`config.mk`:
```
export PLATFORM = sky130hd
export DESIGN_NAME = uart_receive
export DESIGN_NICKNAME = d
export VERILOG_FILES = /design/src/rtl/uart_receive.sv
export SDC_FILE = /design/constraint.sdc
export NUM_CORES = 1
export LEC_CHECK = 0
export CAP_MARGIN = 10
export CORE_MARGIN = 5
export CORE_UTILIZATION = 56
export CTS_CLUSTER_SIZE = 25
export DETAILED_ROUTE_END_ITERATION = 16
export PLACE_DENSITY = 0.82
export RECOVER_POWER = 50
export SLEW_MARGIN = 30
export SYNTH_ARGS = -nofsm -noshare
export SYNTH_HDL_FRONTEND = slang
export SYNTH_SLANG_ARGS = --single-unit
```
`constraint.sdc`:
```
create_clock -name clk -period 1.96 [get_ports clk]
set_input_delay 0.49 -clock clk [delete_from_list [all_inputs] [get_ports clk]]
set_output_delay 0.49 -clock clk [all_outputs]
set_load 0.01 [all_outputs]
```
`src/rtl/uart_receive.sv`:
```
// 8N1 UART receiver: 2-flop input synchronizer, mid-bit sampling FSM and a
// single-entry output register that reports overrun and framing errors as pulses.
module uart_receive #(
    parameter int CLKS_PER_BIT = 868
) (
    input  logic       clk,
    input  logic       reset,
    input  logic       rx,
    output logic [7:0] rx_data,
    output logic       rx_valid,
    input  logic       rx_ready,
    output logic       rx_busy,
    output logic       frame_err,
    output logic       overrun
);
    localparam int CW = $clog2(CLKS_PER_BIT);
    localparam logic [CW-1:0] HALF_LAST = CW'(CLKS_PER_BIT / 2 - 1);
    localparam logic [CW-1:0] FULL_LAST = CW'(CLKS_PER_BIT - 1);

    typedef enum logic [1:0] {IDLE, START, DATA, STOP} state_t;

    state_t        state;
    logic [CW-1:0] count;
    logic [2:0]    index;
    logic [7:0]    shift;
    logic          rx_meta;
    logic          rx_sync;

    always_ff @(posedge clk) begin
        if (reset) begin
            rx_meta <= 1'b1;
            rx_sync <= 1'b1;
        end else begin
            rx_meta <= rx;
            rx_sync <= rx_meta;
        end
    end

    // Output handshake: a byte transfers on any rising edge where rx_valid and
    // rx_ready are both 1; rx_data is held unchanged until that edge.
    always_ff @(posedge clk) begin
        if (reset) begin
            state     <= IDLE;
            count     <= '0;
            index     <= 3'd0;
            shift     <= 8'h00;
            rx_data   <= 8'h00;
            rx_valid  <= 1'b0;
            rx_busy   <= 1'b0;
            frame_err <= 1'b0;
            overrun   <= 1'b0;
        end else begin
            frame_err <= 1'b0;
            overrun   <= 1'b0;
            if (rx_valid && rx_ready) begin
                rx_valid <= 1'b0;
            end
            case (state)
                IDLE: begin
                    if (!rx_sync) begin
                        state   <= START;
                        count   <= '0;
                        rx_busy <= 1'b1;
                    end
                end
                START: begin
                    if (count == HALF_LAST) begin
                        count <= '0;
                        index <= 3'd0;
                        if (!rx_sync) begin
                            state <= DATA;
                        end else begin
                            // line went back high: a glitch, not a start bit
                            state   <= IDLE;
                            rx_busy <= 1'b0;
                        end
                    end else begin
                        count <= count + 1'b1;
                    end
                end
                DATA: begin
                    if (count == FULL_LAST) begin
                        count        <= '0;
                        shift[index] <= rx_sync;
                        if (index == 3'd7) begin
                            state <= STOP;
                        end else begin
                            index <= index + 3'd1;
                        end
                    end else begin
                        count <= count + 1'b1;
                    end
                end
                STOP: begin
                    if (count == FULL_LAST) begin
                        count   <= '0;
                        state   <= IDLE;
                        rx_busy <= 1'b0;
                        if (!rx_sync) begin
                            frame_err <= 1'b1;
                        end else if (!rx_valid || rx_ready) begin
                            rx_data  <= shift;
                            rx_valid <= 1'b1;
                        end else begin
                            overrun <= 1'b1;
                        end
                    end else begin
                        count <= count + 1'b1;
                    end
                end
                default: state <= IDLE;
            endcase
        end
    end
endmodule

```
==> results of run 1 <==
-- registers in the layout, indices dropped and copies added, names as in the netlist, 3 cells and up, named ones only --
| register | cells |
|---|---|
| index | 3 |
| count | 10 |
| shift | 8 |
| rx_data | 8 |
-- power groups by stage --
| stage | Combinational, mW | Clock, mW | Sequential [mW] |
|---|---|---|---|
| 5_1_grt | 0.0650 | 0.456 | 0.769 |
| 3_3_place_gp | 0.0563 | 0 | 0.784 |
| 6_report | 0.0581 | 0.413 | 0.767 |
| 3_5_place_dp | 0.0584 | 0 | 0.785 |
| 4_1_cts | 0.0586 | 0.418 | 0.767 |
| 2_1_floorplan | 0.0375 | 0 | 0.781 |
-- cells by family (layout without fill, tap and decap cells) --
family	count (synthesis)	count (layout)
AO/OA/AOI/OAI	26	26
XOR/XNOR	1	1
buffers and inverters	15	36
flip-flops	37	37
AND/OR/NAND/NOR	89	89
multiplexers	17	17
adder cells (fa/ha/maj)	4	4
-- synthesized netlist by cell type (5+ instances only) --
cell type,n,area share
inv_1,5,0.011
nand3_1,13,0.038
o21ai_0,5,0.014
mux2i_1,17,0.098
dfxtp_1,37,0.43
nor3_1,6,0.017
and3_1,5,0.018
a21oi_1,5,0.014
nand4_1,6,0.022
clkbuf_1,7,0.015
nand2_1,11,0.024
nor2_1,24,0.052
-- repair_timing --
item | CTS | global route
setup endpoints to repair | 4 | 18
setup buffers | 0 | 0
gates cloned | 0 | 0
pin swaps | 0 | 1
gates resized for setup | 1 | 6
-- cell type report --
class	count	area [sq um]	share of cell area
Inverter	5	18.8	0.00928
Sequential cell	37	746	0.369
Tap cell	33	41.3	0.0204
Multi-Input combinational cell	137	931	0.460
Clock buffer	7	55.1	0.0272
Timing Repair Buffer	24	230	0.114
-- worst paths after layout --
| path | endpoint | startpoint | cells past startpoint |
|---|---|---|---|
| worst max-delay path | state[0] | count[0] | 6 |
| worst min register to register | rx_sync | rx_meta | 1 |
| worst max register to register | state[0] | count[0] | 6 |
| worst min-delay path | rx_sync | rx_meta | 1 |
-- per-layer routing --
metal  up-vias  global-route usage  wire [microns]
li1        719                   -               -
met1       675               0.215            1510
met2        43               0.322            1850
met3         6              0.0581             173
met4         0              0.0725              35
met5         -                   0               0
-- metrics by stage --
step	hold WS (ns)	TNS (ns)	setup slack [ns]	cell area (sq um)
4_1_cts	0.439	0	0.0480	2010
3_5_place_dp	0.415	-0.460	-0.0905	1950
5_1_grt	0.454	0	0.0217	2020
3_3_place_gp	0.394	-0.172	-0.0467	1950
6_report	0.428	0	0.116	2020
2_1_floorplan	0.389	0	0.142	1730
==> flow_summary_export.csv, run 1 <==
group,metric,value,unit
timing,setup_viol,0,
worst_setup_path,arrival,2.05,ns
timing,maxSlewHeadroom,0.715,
synthesis,syn_area,1730,sq um
placed_design,dp.cells,236,
synthesis,ys_warn_count,0,
die,core_area,3000,sq um
global_route,grt.overflow.total,0,
drt,via_per_inst,5.94,
drt,remaining_drc_errors,0,
drt,final_antenna_net_count,0,
synthesis,syn_area_per_cell,9.15,sq um
drt,drt_iter0_markers,106,
die,die_area,4300,sq um
clock_tree,path_clk_slew,0.12,ns
synthesis,synth-simple-area-share,0.284,
synthesis,synthArstFlopShare,0,
worst_setup_path,start_kind,"register",
placed_design,dp_hpwl,2610,microns
placed_design,gp_congestion,0.811,
layout,drive_gt1_frac,0.129,
die,die_x,65.6,microns
global_route,grt_max_degree,29,
die,die_h,65.6,microns
worst_setup_path,crit_buf_inv,1,
worst_setup_path,endpoint_kind,"register",
clock_tree,cts.hold.buffers_added,0,
status,status,"completed",
worst_setup_path,cpLargestDelayFamily,"simple AND/OR/NAND/NOR gates",
synthesis,ys_seq_area_frac,0.428,
worst_setup_path,crit_required,2.16,ns
layout,diodes,0,
synthesis,synth.mux.area_fraction,0.0984,
layout,fin_nets,218,
worst_setup_path,crit_type,"reg2reg",
clock_tree,h-tree-depth,2,
timing,fin_crit_sh,0.941,
placed_design,io_buffer_count,15,
clock_tree,clock_path_buffers,2,
clock_tree,cts.sinks,37,
pwr,pwr-share-clk,0.334,
timing,worstMarginPinSlew,0.426,ns
synthesis,synth_cells,189,
worst_setup_path,path_common_cell,"a311oi_1",
worst_setup_path,r2r_slack,0.12,ns
run,cap_violations,0,
timing,rsz0062_at_grt,"no",
layout,final_common_cell,"dfxtp_1",
worst_setup_path,worstPathMaxFanout,10,
global_route,gr-usage-all-layers,0.187,
pwr,comb_power_share,0.047,
worst_setup_path,critical_path.cell_chain,"ha_2, and4bb_2, and3_2, buf_4, a311oi_1, a311oi_1",
hold_path,min_path_type,"reg2reg",
synthesis,yosysUniqueCellTypes,36,
pwr,irDropWorstVdd,0.432,mV
drt,wl_per_cell,14.7,microns
die,initial_core_util,0.576,
global_route,antenna_found_initial,0,
pwr,switching_share,0.230,
synthesis,synth_ff_type,"dfxtp_1",
synthesis,ys_ff_latch,37,
pwr,p_per_area,612,nW/um^2
pwr,fin_total_pwr,1.24,mW
synthesis,syn_nets,197,
timing,hold_viol,0,
synthesis,synthAdderAreaFrac,0.0289,
synthesis,synth_top_family_by_area,"simple AND/OR/NAND/NOR gates",
worst_setup_path,cpMaxStageDelayCell,"dfxtp_4",
drt,dr_total_vias,1443,
global_route,grt_pass1_wl,6270,microns
pwr,p_leak,0.920,nW
synthesis,synth_compound_area_frac,0.117,
pwr,power.internal,0.954,mW
worst_setup_path,slowest_delay,0.38,ns
timing,slew_violations,0,
die,num_rows,20,
die,io_pins,16,
synthesis,synth_edf_count,0,
layout,area_delta_synth_final,16.9,%
synthesis,yosys.area_share.xor_xnor,0.00507,
layout,final_util,0.673,
clock_tree,clk_latency,0.35,ns
clock_tree,tritoncts,"done",
global_route,grt_pass1_vias,1409,
pwr,power.switching,0.285,mW
layout,nFillCells,243,
timing,fin_crit,1.84,ns
layout,stdcell_count,243,
drt,first_pass_iters,4,
pwr,power_frac_seq,0.620,
drt,wirelength,3570,microns
clock_tree,clk_root_buffer_cell,"clkbuf_4",
timing,max_freq,542,MHz
clock_tree,cts_buffers,5,
layout,final_cell_mix,"35 x dfxtp_1, 24 x nor2_1, 17 x mux2i_1",
timing,final.setup_skew,0.0185,ns
No activity file was read; power rests on OpenSTA's default activity.
==> run 2: changes to the inputs <==
--- a/config.mk
+++ b/config.mk
@@ -5,6 +5,7 @@
 export SDC_FILE = /design/constraint.sdc
 export NUM_CORES = 1
 export LEC_CHECK = 0
+export ABC_AREA = 1
 export CAP_MARGIN = 10
 export CORE_MARGIN = 5
 export CORE_UTILIZATION = 56
==> flow_summary_export.csv, run 2 <==
group,metric,value,unit
status,status,"completed",
synthesis,synthArstFlopShare,0,
die,die_h,66.8,microns
die,die_x,66.8,microns
global_route,grt_max_degree,21,
die,core_area,3080,sq um
placed_design,gp_congestion,0.901,
clock_tree,ctsResizeCount,0,
global_route,grt_pass1_wl,6690,microns
pwr,pwr-share-clk,0.276,
timing,fin_crit_sh,0.928,
layout,top_regs,"count (10), rx_data (8), shift (8)",
pwr,p_leak,0.894,nW
pwr,switching_share,0.301,
placed_design,dp.cells,322,
timing,rsz0062_at_grt,"no",
drt,first_pass_iters,4,
synthesis,ys_warn_count,0,
timing,final.setup_skew,0.00781,ns
drt,drt_iter0_markers,147,
worst_setup_path,arrival,1.33,ns
global_route,grt.overflow.total,0,
clock_tree,cts_setup_buffers,0,
timing,max_freq,550,MHz
worst_setup_path,start_kind,"register",
worst_setup_path,endpoint_kind,"output pin",
synthesis,yosys.area.top_type,"dfxtp_1",
layout,diodes,0,
layout,largest_reg_flops,10,
synthesis,synthTopCellsByArea,"dfxtp_1 41%, nand2_1 12%, inv_1 8.1%",
timing,finalSetupTns,0,ns
global_route,met1_usage,0.246,
layout,area_delta_synth_final,14.1,%
die,io_pins,16,
synthesis,yosysUniqueCellTypes,27,
pwr,fin_total_pwr,1.42,mW
layout,drive_gt1_frac,0.0804,
worst_setup_path,r2r-end,"count[1]",
synthesis,ys_seq_area_frac,0.411,
layout,largest_register,"count",
run,cap_violations,0,
worst_setup_path,r2r-start,"count[0]",
layout,final_common_cell,"nand2_1",
synthesis,syn_area,1800,sq um
clock_tree,path_clk_slew,0.11,ns
die,num_rows,20,
pwr,power.switching,0.427,mW
pwr,comb_power_share,0.158,
worst_setup_path,slowest_delay,0.62,ns
drt,final_antenna_net_count,0,
timing,setup_viol,0,
timing,fin_crit,1.82,ns
worst_setup_path,crit_type,"reg2out",
worst_setup_path,critical_path.cell_chain,"dlygate4sd3_1",
layout,final_cell_mix,"56 x nand2_1, 39 x inv_1, 37 x nor2_1, 37 x dfxtp_1, 22 x a21oi_1",
synthesis,yosys.area.top_type_share,0.411,
hold_path,min_path_type,"reg2reg",
hold_path,hp-start,"rx_meta",
timing,hold_viol,0,
pwr,power_frac_seq,0.566,
timing,layout_setup_ws,0.142,ns
global_route,use_met2,0.318,
hold_path,min_to,"rx_sync",
synthesis,yosys-top-cells-count,"56 x nand2_1, 39 x inv_1, 37 x dfxtp_1, 37 x nor2_1, 22 x a21oi_1",
drt,via_per_inst,5.09,
worst_setup_path,crit_buf_inv,1,
synthesis,ys_ff_latch,37,
global_route,top_usage_layer,"met2",
placed_design,pre_cts_ws,0.201,ns
worst_setup_path,r2r_slack,0.25,ns
die,initial_core_util,0.586,
synthesis,synth_edf_count,0,
placed_design,dp_hpwl,2810,microns
drt,wl_per_cell,11.4,microns
layout,fin_nets,293,
synthesis,syn_nets,273,
timing,slew_violations,0,
synthesis,syn_area_per_cell,6.81,sq um
timing,maxSlewHeadroom,0.709,
clock_tree,cts.hold.buffers_added,0,
global_route,antenna_found_initial,0,
clock_tree,cts.sinks,37,
clock_tree,clock_path_buffers,2,
die,die_area,4460,sq um
clock_tree,h-tree-depth,2,
clock_tree,tritoncts,"done",
synthesis,synth_cells,265,
synthesis,synth_ff_type,"dfxtp_1",
clock_tree,clk_latency,0.34,ns
pwr,irDropWorstVdd,0.402,mV
placed_design,io_buffer_count,15,
global_route,grt_pass1_vias,1536,
layout,stdcell_count,330,
worst_setup_path,cpMaxStageDelayCell,"dlygate4sd3_1",
timing,worstMarginPinSlew,0.436,ns
clock_tree,cts_buffers,5,
drt,wirelength,3770,microns
drt,dr_total_vias,1680,
worst_setup_path,crit_required,1.47,ns
global_route,use_met3,0.0438,
worst_setup_path,worstPathMaxFanout,2,
worst_setup_path,r2r_cells,10,
pwr,power.internal,0.991,mW
clock_tree,clk_root_buffer_cell,"clkbuf_4",
pwr,p_per_area,688,nW/um^2
drt,remaining_drc_errors,0,
synthesis,synth.most_common_cell,"nand2_1",
worst_setup_path,cpLargestDelayFamily,"buffers and inverters",
hold_path,hold_depth,1,
global_route,gr-usage-all-layers,0.193,
## run 2: changes by cell type after synthesis, sizes merged, moves of 15 or more
cell,delta
nand2,+50
inv,+36
a21oi,+17
mux2i,-17
o21ai,+17
nor2,+15
## run 2: cell families after synthesis
| family | count (synthesis) | synth area share |
|---|---|---|
| xor gates and xnor gates | 3 | 0.0146 |
| AOI/OAI and AO/OA | 45 | 0.126 |
| buffers and inverters | 46 | 0.0964 |
| and+or+nand+nor | 130 | 0.325 |
| DFF | 37 | 0.411 |
| adders and majority gates | 4 | 0.0277 |
## run 2: how the worst max path moves through the flow
stage          depth (start not counted)         end  startpoint  slack (ns)
3_3_place_gp                           5  rx_data[2]    rx_ready        0.27
2_1_floorplan                         10    count[1]    count[0]        0.53
4_1_cts                                1  rx_data[4]  rx_data[4]        0.20
6_report                               1  rx_data[2]  rx_data[2]        0.14
5_1_grt                                7  rx_data[5]    count[0]        0.03
3_5_place_dp                           5  rx_data[7]    rx_ready        0.20
## run 2: metrics by stage
stage / area, sq um / hold WS (ns) / utilization
5_1_grt: 2060 / 0.451 / 0.669
6_report: 2060 / 0.428 / 0.669
3_5_place_dp: 2010 / 0.410 / 0.654
3_3_place_gp: 2010 / 0.405 / 0.654
4_1_cts: 2060 / 0.435 / 0.670
2_1_floorplan: 1800 / 0.389 / -
## run 2: cell type report
type | instances | area, sq um
clock buffers | 6 | 41.3
clock inverters | 2 | 10.0
fillers | 283 | 1020
inverters | 41 | 154
multi-input cells | 182 | 890
flip-flops and latches | 37 | 741
well taps | 44 | 55.1
repair buffers | 18 | 169
## run 2: routing by layer
metal,wire (microns),vias up
met2,1710,46
met3,191,7
met4,42,0
met5,0,-
li1,-,883
met1,1830,744
## run 2: power groups by stage
stage	sequential, mW	combinational [mW]	clock (mW)
detailed placement	0.820	0.226	0
floorplan	0.815	0.171	0
global placement	0.819	0.223	0
global route	0.807	0.269	0.437
CTS	0.803	0.227	0.398
finish	0.803	0.224	0.391
==> run 3: changes to the inputs <==
--- a/config.mk
+++ b/config.mk
@@ -7,11 +7,11 @@
 export LEC_CHECK = 0
 export ABC_AREA = 1
 export CAP_MARGIN = 10
-export CORE_MARGIN = 5
+export CORE_MARGIN = 2
 export CORE_UTILIZATION = 56
 export CTS_CLUSTER_SIZE = 25
 export DETAILED_ROUTE_END_ITERATION = 16
-export PLACE_DENSITY = 0.82
+export PLACE_DENSITY = 0.88
 export RECOVER_POWER = 50
 export SLEW_MARGIN = 30
 export SYNTH_ARGS = -nofsm -noshare
==> flow_summary_export.csv, run 3 (synthesis gave the netlist of run 2 again) <==
group,metric,value,unit
status,status,"completed",
layout,largest_register,"count",
layout,area_delta_synth_final,15.1,%
clock_tree,cts.hold.buffers_added,0,
drt,wirelength,3610,microns
clock_tree,clk_latency,0.35,ns
layout,fin_nets,292,
clock_tree,cts.sinks,37,
clock_tree,tritoncts,"done",
timing,finalHoldWorstSlack,0.422,ns
layout,final_common_cell,"nand2_1",
clock_tree,ctsResizeCount,0,
die,core_area,3050,sq um
worst_setup_path,endpoint_kind,"output pin",
pwr,p_leak,0.862,nW
global_route,grt_max_degree,21,
worst_setup_path,arrival,1.31,ns
clock_tree,path_clk_slew,0.12,ns
worst_setup_path,cpLargestDelayFamily,"buffers and inverters",
clock_tree,clock_path_buffers,2,
run,cap_violations,0,
pwr,irDropWorstVdd,0.512,mV
global_route,antenna_found_initial,0,
worst_setup_path,r2r_cells,8,
layout,final_area,2080,sq um
hold_path,min_path_type,"reg2reg",
placed_design,io_buffer_count,15,
timing,setup_viol,0,
timing,layout_setup_ws,0.163,ns
worst_setup_path,crit_required,1.47,ns
drt,first_pass_iters,4,
die,die_area,3690,sq um
worst_setup_path,crit_buf_inv,1,
drt,drt_iter0_markers,83,
global_route,gr-usage-all-layers,0.217,
worst_setup_path,crit_type,"reg2out",
timing,max_freq,557,MHz
placed_design,place_area,2000,sq um
layout,final_cell_mix,"56 x nand2_1, 39 x inv_1, 38 x nor2_1",
worst_setup_path,cpMaxStageDelayCell,"clkdlybuf4s50_1",
timing,worstMarginPinSlew,0.756,ns
die,io_pins,16,
layout,largest_reg_flops,10,
timing,maxSlewHeadroom,0.496,
clock_tree,cts_buffers,5,
clock_tree,h-tree-depth,2,
hold_path,hold_depth,1,
layout,drive_gt1_frac,0.0737,
timing,fin_crit,1.80,ns
placed_design,pre_cts_ws,0.233,ns
drt,final_antenna_net_count,0,
layout,diodes,0,
pwr,p_per_area,754,nW/um^2
drt,dr_total_vias,1687,
layout,final_util,0.680,
global_route,grt_pass1_vias,1404,
timing,rsz0062_at_grt,"no",
worst_setup_path,cp.depth,1,
pwr,fin_total_pwr,1.57,mW
clock_tree,cts_setup_buffers,0,
worst_setup_path,start_kind,"register",
drt,wl_per_cell,11.0,microns
placed_design,dp.cells,321,
timing,final.setup_skew,0.0127,ns
die,die_h,60.8,microns
timing,fin_crit_sh,0.917,
drt,via_per_inst,5.13,
worst_setup_path,slowest_delay,0.58,ns
timing,hold_viol,0,
placed_design,dp_hpwl,2600,microns
drt,remaining_drc_errors,0,
layout,stdcell_count,329,
worst_setup_path,critical_path.cell_chain,"clkdlybuf4s50_1",
die,die_x,60.8,microns
global_route,grt_pass1_wl,5980,microns
timing,slew_violations,0,
placed_design,gp_congestion,0.847,
die,num_rows,20,
timing,finalSetupTns,0,ns
worst_setup_path,worstPathMaxFanout,2,
layout,top_regs,"count (10), rx_data (8), shift (8)",
clock_tree,clk_root_buffer_cell,"clkbuf_4",
die,initial_core_util,0.591,
global_route,grt.overflow.total,0,
==> run 3: cell count changes in the layout (fill, tap and decap cells not counted), sizes merged <==
cell,delta
buf,-1
bufinv,+1
clkbuf,-1
clkdlybuf4s50,+10
clkinv,-1
clkinvlp,+1
dlygate4sd3,-10
==> run 3: cell type report <==
| cell class | count | area [sq um] |
|---|---|---|
| clock inverter | 3 | 46.3 |
| multi-input combinational | 182 | 882 |
| fill | 271 | 976 |
| timing repair buffer | 17 | 161 |
| tap | 44 | 55.1 |
| clock buffer | 5 | 37.5 |
| inverter | 41 | 154 |
| sequential | 37 | 741 |
==> run 3: worst paths after layout <==
path / slack [ns] / from / endpoint
worst max-delay path: 0.16 / rx_data[4] / rx_data[4]
worst min-delay path: 0.42 / rx_meta / rx_sync
worst max register to register: 0.27 / count[0] / index[1]
worst min register to register: 0.42 / rx_meta / rx_sync
==> run 3: routing by layer <==
| metal | share of wire | global-route usage | up-vias | wire (microns) |
|---|---|---|---|---|
| met1 | 0.47 | 0.304 | 751 | 1710 |
| met3 | 0.058 | 0.0554 | 7 | 210 |
| met2 | 0.45 | 0.320 | 52 | 1630 |
| met5 | 0 | 0 | - | 0 |
| met4 | 0.019 | 0.0901 | 0 | 68 |
| li1 | - | - | 877 | - |
==> run 3: where the power goes <==
group | switching (mW) | total, mW | internal (mW)
Sequential | 0.0239 | 0.802 | 0.779
Combinational | 0.151 | 0.225 | 0.0738
Clock | 0.268 | 0.538 | 0.270
Total | 0.443 | 1.57 | 1.12
